File: src/rtl/mem_port_arbiter.sv
// Shares one line-wide fixed-latency memory port between the I-cache and D-cache fill engines.
// Round-robin on conflict, no preemption, one-cycle done pulse per completed access.
module mem_port_arbiter #(
  parameter int WORD_SIZE  = 16,
  parameter int LINE_WORDS = 4,
  parameter int LATENCY    = 4
) (
  input  logic                            clk,
  input  logic                            reset,
  input  logic                            i_req,
  input  logic [WORD_SIZE-1:0]            i_addr,
  output logic                            i_done,
  output logic [LINE_WORDS*WORD_SIZE-1:0] i_rdata,
  input  logic                            d_req,
  input  logic                            d_we,
  input  logic [WORD_SIZE-1:0]            d_addr,
  input  logic [LINE_WORDS*WORD_SIZE-1:0] d_wdata,
  output logic                            d_done,
  output logic [LINE_WORDS*WORD_SIZE-1:0] d_rdata,
  output logic                            mem_read,
  output logic                            mem_write,
  output logic [WORD_SIZE-1:0]            mem_addr,
  output logic [LINE_WORDS*WORD_SIZE-1:0] mem_wdata,
  input  logic [LINE_WORDS*WORD_SIZE-1:0] mem_rdata,
  output logic                            busy,
  output logic                            both_wait
);

  localparam int LINE_W = LINE_WORDS * WORD_SIZE;
  localparam int CNT_W  = (LATENCY > 1) ? $clog2(LATENCY) : 1;
  localparam logic [CNT_W-1:0] CNT_INIT = CNT_W'(LATENCY - 1);

  typedef enum logic [2:0] {
    IDLE,
    BUSY_I,
    BUSY_D,
    DONE_I,
    DONE_D
  } state_t;

  state_t               state_q, state_d;
  logic [CNT_W-1:0]     cnt_q, cnt_d;
  logic                 last_grant_q, last_grant_d;
  logic [WORD_SIZE-1:0] addr_q, addr_d;
  logic                 we_q, we_d;
  logic [LINE_W-1:0]    wdata_q, wdata_d;
  logic [LINE_W-1:0]    i_rdata_q, i_rdata_d;
  logic [LINE_W-1:0]    d_rdata_q, d_rdata_d;
  logic                 pick_d;

  // On a conflict the side that was not granted last wins; last_grant resets to I so D wins first.
  assign pick_d = d_req & (~i_req | ~last_grant_q);

  always_ff @(posedge clk or posedge reset) begin
    if (reset) begin
      state_q      <= IDLE;
      cnt_q        <= '0;
      last_grant_q <= 1'b0;
      addr_q       <= '0;
      we_q         <= 1'b0;
      wdata_q      <= '0;
      i_rdata_q    <= '0;
      d_rdata_q    <= '0;
    end else begin
      state_q      <= state_d;
      cnt_q        <= cnt_d;
      last_grant_q <= last_grant_d;
      addr_q       <= addr_d;
      we_q         <= we_d;
      wdata_q      <= wdata_d;
      i_rdata_q    <= i_rdata_d;
      d_rdata_q    <= d_rdata_d;
    end
  end

  always_comb begin
    state_d      = state_q;
    cnt_d        = cnt_q;
    last_grant_d = last_grant_q;
    addr_d       = addr_q;
    we_d         = we_q;
    wdata_d      = wdata_q;
    i_rdata_d    = i_rdata_q;
    d_rdata_d    = d_rdata_q;
    mem_read     = 1'b0;
    mem_write    = 1'b0;
    mem_addr     = '0;
    mem_wdata    = '0;

    case (state_q)
      IDLE: begin
        if (i_req | d_req) begin
          cnt_d        = CNT_INIT;
          last_grant_d = pick_d;
          if (pick_d) begin
            state_d = BUSY_D;
            addr_d  = d_addr;
            we_d    = d_we;
            wdata_d = d_wdata;
          end else begin
            state_d = BUSY_I;
            addr_d  = i_addr;
            we_d    = 1'b0;
            wdata_d = '0;
          end
        end
      end

      BUSY_I: begin
        mem_read  = 1'b1;
        mem_addr  = addr_q;
        mem_wdata = wdata_q;
        if (cnt_q == '0) begin
          i_rdata_d = mem_rdata;
          state_d   = DONE_I;
        end else begin
          cnt_d = cnt_q - CNT_W'(1);
        end
      end

      BUSY_D: begin
        mem_read  = ~we_q;
        mem_write = we_q;
        mem_addr  = addr_q;
        mem_wdata = wdata_q;
        if (cnt_q == '0) begin
          if (!we_q) begin
            d_rdata_d = mem_rdata;
          end
          state_d = DONE_D;
        end else begin
          cnt_d = cnt_q - CNT_W'(1);
        end
      end

      DONE_I:  state_d = IDLE;
      DONE_D:  state_d = IDLE;
      default: state_d = IDLE;
    endcase
  end

  assign i_done    = (state_q == DONE_I);
  assign d_done    = (state_q == DONE_D);
  assign i_rdata   = i_rdata_q;
  assign d_rdata   = d_rdata_q;
  assign busy      = (state_q != IDLE);
  assign both_wait = i_req & d_req & (state_q != DONE_I) & (state_q != DONE_D);

endmodule

File: config.mk
export PLATFORM = sky130hd
export DESIGN_NAME = mem_port_arbiter
export DESIGN_NICKNAME = d
export VERILOG_FILES = /design/src/rtl/mem_port_arbiter.sv
export SDC_FILE = /design/constraint.sdc
export NUM_CORES = 1
export LEC_CHECK = 0
export BUFFER_PORTS_ARGS = -buffer_cell sky130_fd_sc_hd__buf_2
export CAP_MARGIN = 25
export CORE_AREA = 2 2 146 148
export CTS_CLUSTER_DIAMETER = 200
export CTS_CLUSTER_SIZE = 24
export DETAILED_ROUTE_END_ITERATION = 8
export DIE_AREA = 0 0 148 150
export PLACE_DENSITY = 0.83
export SETUP_SLACK_MARGIN = 0.15
export SYNTH_ARGS = -nofsm -noshare
export SYNTH_HDL_FRONTEND = slang
export SYNTH_SLANG_ARGS = --single-unit
File: constraint.sdc
create_clock -name clk -period 6.4 [get_ports clk]
set_clock_uncertainty 0.1 [all_clocks]
set_input_delay 0.96 -clock clk [delete_from_list [all_inputs] [get_ports clk]]
set_output_delay 0.96 -clock clk [all_outputs]
set_load 0.02 [all_outputs]
== Word level (Yosys, flattened, before mapping) ==
Cells that the tools add are included.

* Bits in registers: 215
* Word-level logic and storage cells: 53
* Output and inout bits: 214

* Eq/ne operators: 10
* Muxes and demuxes: 15
* Add/subtract/negate cells: 1
* Bitwise logic cells: 9
* Reductions and logical operators: 10

{| class="wikitable"
|+ Operators by type and width
! kind !! number
|-
| 64-bit two-way mux || 2
|-
| 16-bit two-way mux || 2
|-
| 3-bit two-way mux || 3
|-
| 3-bit one-hot mux with 3 select lines || 1
|-
| 3-bit AND reduction || 3
|-
| 2-bit inequality test (second input constant) || 4
|-
| 3-bit by 2-bit equality test with 1-bit output (second input constant) || 2
|-
| 2-bit two-way mux || 3
|-
| 1-bit AND || 4
|-
| 2-bit one-hot mux with 2 select lines || 1
|-
| 2-bit AND reduction || 2
|-
| 3-bit by 1-bit equality test with 1-bit output (second input constant) || 1
|-
| 3-bit equality test (second input constant) || 1
|-
| 3-bit logical NOT || 1
|-
| 3-bit by 2-bit inequality test with 1-bit output (second input constant) || 1
|-
| 3-bit inequality test (second input constant) || 1
|-
| 1-bit NOT || 3
|-
| 3-bit nonzero test || 1
|-
| 2-bit logical NOT || 1
|-
| 1-bit two-way mux || 2
|-
| 1-bit bitwise OR || 2
|-
| 1-bit one-hot mux with 2 select lines || 1
|-
| 2-bit nonzero test || 1
|-
| 2-bit OR reduction || 1
|-
| 2-bit by 1-bit subtractor with 2-bit output (second input constant) || 1
|}

== Longest topological paths before layout ==
* Word-level depth: 6
* Gate-level depth with buffers: 7
* Mapped depth without buffers: 5

== Worst setup path before layout ==
OpenSTA, ideal clock, no wires.

* Path kind: register -> output
* From: register state_q[1]
* To: output port mem_addr[0]
* Stages on the path, launching flop included: 7
* Required time: 5.340 ns
* Arrival: 1.514 ns
* Path slack: 3.826 ns
* Path buffers: 3
* Cell sequence: dfrtp_1 > buf_4 > xor2_1 > nor2b_1 > buf_2 > clkbuf_1 > and2_1

* Longest elaborated chain between the ends: 3
* Elaborated cells on any way between the ends: 4
* Those cells by class: eq/ne: 2; mux: 1; reduce/logical: 1

{| class="wikitable"
|+ RTL lines
! item !! line !! text
|-
| start, declared || 41 || <nowiki>state_t state_q, state_d;</nowiki>
|-
| start signal, assigned || 65 || <nowiki>state_q <= state_d;</nowiki>
|-
| 3-bit by 2-bit equality test with 1-bit output / 3-bit by 1-bit equality test with 1-bit output (equally long branches) || 90 || <nowiki>case (state_q)</nowiki>
|-
| 2-bit OR reduction (no line) * || - ||
|-
| 16-bit two-way mux * || 90 ||
|-
| end, declared || 22 || <nowiki>output logic [WORD_SIZE-1:0] mem_addr,</nowiki>
|}

Every way passes the cells marked *; elsewhere a longest branch is shown, timed or not.

== Worst setup path after layout ==
* From: register state_q[0]
* To: output port mem_wdata[44]

* Longest elaborated chain between the ends: 3
* Elaborated cells on any way between the ends: 4
* Those cells by class: eq/ne: 2; mux: 1; reduce/logical: 1

{| class="wikitable"
|+ RTL lines
! item !! line !! text
|-
| 3-bit by 2-bit equality test with 1-bit output / 3-bit by 1-bit equality test with 1-bit output (equally long branches) || 90 ||
|-
| 2-bit OR reduction (no line) * || - ||
|-
| 64-bit two-way mux * || 90 ||
|-
| end, declared || 23 || <nowiki>output logic [LINE_WORDS*WORD_SIZE-1:0] mem_wdata,</nowiki>
|}

Marks and branches as above.

==> qor.json <==
{
  "result_of_the_run": "completed",
  "grt_max_degree": 78,
  "placement_rows": 53,
  "final_cell_count_no_fill": 1241,
  "global_route_wire_length_before_repair_um": 33900,
  "gp_congestion": 0.761,
  "area_added_between_synthesis_and_finish_pct": 28.1,
  "clock_latency_ns": 0.47,
  "pre_cts_slack_ns": 3.13,
  "critical-path-max-stage-delay_ns": 0.66,
  "maxCapViolCount": 0,
  "cts.reportedPaths.clkPinSlew_ns": 0.10,
  "postSynthAreaPerCell_sq_um": 14.3,
  "postSynth.topFlopCell": "dfrtp_1",
  "report.final.slew_viol_count": 0,
  "vdd.ir_drop.worst_v": 0.000285,
  "worst_setup_path_startpoint": "state_q[0]",
  "grt.total_usage_pct": 19.1,
  "hold_path.startpoint": "d_rdata[0]",
  "detail_route.drc_violations": 0,
  "synthesis.area_sq_um": 8720,
  "max-slew-margin-rel_pct": 40.4,
  "ant_nets": 0,
  "final_setup_slack_of_the_worst_path_ns": 2.67,
  "drt-vias-per-instance": 5.04,
  "grt_remaining_overflow": 0,
  "crit_path_start_kind": "flop",
  "aggregate_negative_setup_slack_ns": 0,
  "time_the_worst_path_needs_with_i_o_delays_and_setup_ns": 3.73,
  "core_sq_um": 20700,
  "timing_worst_slew_pin_value_ns": 0.894,
  "layout.cells.most_common": "buf_2",
  "asyncSetResetFlopFracSynth_pct": 100,
  "tritoncts": "done",
  "initial_core_utilization_pct": 42.1,
  "critPathRequiredTime_ns": 5.34,
  "worst_ep_arrival_time_ns": 2.67,
  "grt_setup_unrepaired": "no",
  "synth_seq_area_share_pct": 61.7,
  "cts-htree-levels": 1,
  "drt_iter0_drc": 188,
  "number_of_flops_mapped_to_enable_cells_by_yosys": 0,
  "critPathMaxFanout": 45,
  "number_of_setup_violations_in_the_final_report": 0,
  "syn_nets": 776,
  "maxClockFrequency_mhz": 268,
  "ys_seq_elements": 215,
  "power.leakage_nw": 5.83,
  "total_via_count_after_detailed_routing": 6254,
  "wire_per_inst_um": 17.8,
  "yosys_warnings": 0,
  "drt_pass1_iterations": 4,
  "clock_root_buffer": "clkbuf_16",
  "clock-sinks": 215,
  "cts_setup_buffers": 0,
  "fin_util_pct": 54.0,
  "number_of_gates_resized_after_cts": 0,
  "power_per_cell_area_nw_per_um2": 571,
  "final_cell_mix": "378 x buf_2, 215 x dfrtp_1, 118 x mux2_2, 82 x and2_1, 65 x a22o_1",
  "hp-class": "reg2reg",
  "post_synth_num_cell_types": 35,
  "cpMaxStageDelayCell": "nor2b_4",
  "routed_wl_um": 22000,
  "design.die.area_sq_um": 22200,
  "critPathTopFamily": "simple AND/OR/NAND/NOR gates",
  "cts_hold_buf": 0,
  "cts_inserted_buffers": 12,
  "hold_slack_ns": 0.389,
  "number_of_cells_produced_by_synthesis": 610,
  "cp_cell_sequence": "xor2_1 -> nor2b_4 -> buf_16 -> and2_1 -> buf_2",
  "fin_crit_sh_pct": 58.3,
  "die_x_um": 148,
  "cp-end-kind": "primary output",
  "antenna_found_initial": 3,
  "port_buffers": 378,
  "final_hold_violating_endpoints": 0,
  "vias_in_the_first_global_route": 6360,
  "layout-drive-gt1-share_pct": 54.9,
  "crit_buf_inv": 2,
  "io_pins": 379,
  "place.detailed.hpwl_um": 16300,
  "cts_max_path_buffers": 3,
  "die-height_um": 150,
  "finalNetCount": 1131,
  "regToRegStartpoint": "state_q[2]",
  "crit_type": "reg2out",
  "place_inst": 1224
}
## metal layers
layer,global-route usage [%],wire [um],up-vias
met5,0,13,-
met4,4.19,356,2
met3,4.63,1750,31
met2,35.1,11400,258
met1,22.8,8550,3083
li1,-,-,2880
## registers in the layout, summed over array words and instances, names as in the netlist
register / flops
i_rdata: 64
state_q: 3
last_grant_q: 1
d_rdata: 64
cnt_q: 2
we_q: 1
addr_q: 16
wdata_q: 64
## worst register-to-register path: cells and delay by family (launching register included)
kind | cells | cell delay (ns)
flops | 1 | 0.52
compound gates | 1 | 0.28
simple gates | 2 | 0.89
buf+inv | 2 | 0.73
## cell families (layout without fill, tap and decap cells)
group	Yosys count	count (layout)	synth area share [%]
other cells	0	1	0
xor+xnor	1	1	0.100
fa+ha+maj	1	1	0.143
flops	215	215	61.7
mux	129	129	16.6
simple gates	103	103	7.52
compound gates	108	108	10.5
buf+inv	53	408	3.34
## stage by stage
step | cell area, sq um | total power, mW
global route | 11200 | 6.79
global placement | 10800 | 5.50
floorplan | 8720 | 4.53
CTS | 11100 | 6.45
detailed placement | 10800 | 5.64
finish | 11200 | 6.38
## path summary, 6_finish.rpt
kind | endpoint | slack, ns | cells after the start
max | mem_wdata[44] | 2.67 | 5
min | d_rdata[0] | 0.39 | 1
max reg2reg | wdata_q[15] | 3.82 | 5
min reg2reg | d_rdata[0] | 0.39 | 1
max in group asynchronous | wdata_q[6] | 4.40 | 3
min in group asynchronous | d_rdata[50] | 0.46 | 2
## layout make-up
class,instances,area (sq um)
inverters,6,26.3
flip-flops and latches,215,5380
multi-input cells,342,3080
well taps,275,344
repair buffers,388,2010
clock buffers,14,329
fillers,1775,9520
diodes,1,2.50
## synthesized netlist by cell type (2+ instances only)
library cell	n	share of area, %
and3_1	2	0.14
buf_6	4	0.52
mux2_2	118	15
dfrtp_1	215	62
o32ai_1	16	1.6
a2bb2oi_1	16	1.6
a21oi_1	5	0.29
nor2b_1	2	0.14
mux2_1	10	1.3
buf_2	14	0.80
and2_1	82	5.9
nor3b_1	2	0.17
nor2_1	7	0.30
clkbuf_1	17	0.73
inv_1	4	0.17
a22o_1	65	6.5
buf_4	12	1.0
o21ai_0	2	0.11
## report_power, final
group          switching (mW)  internal (mW)  leakage, nW
logic                    1.87           1.32         2.95
clock network           0.413          0.366        0.161
registers               0.384           2.02         2.71
total                    2.67           3.71         5.83
Power figures use the tool's default switching activity.
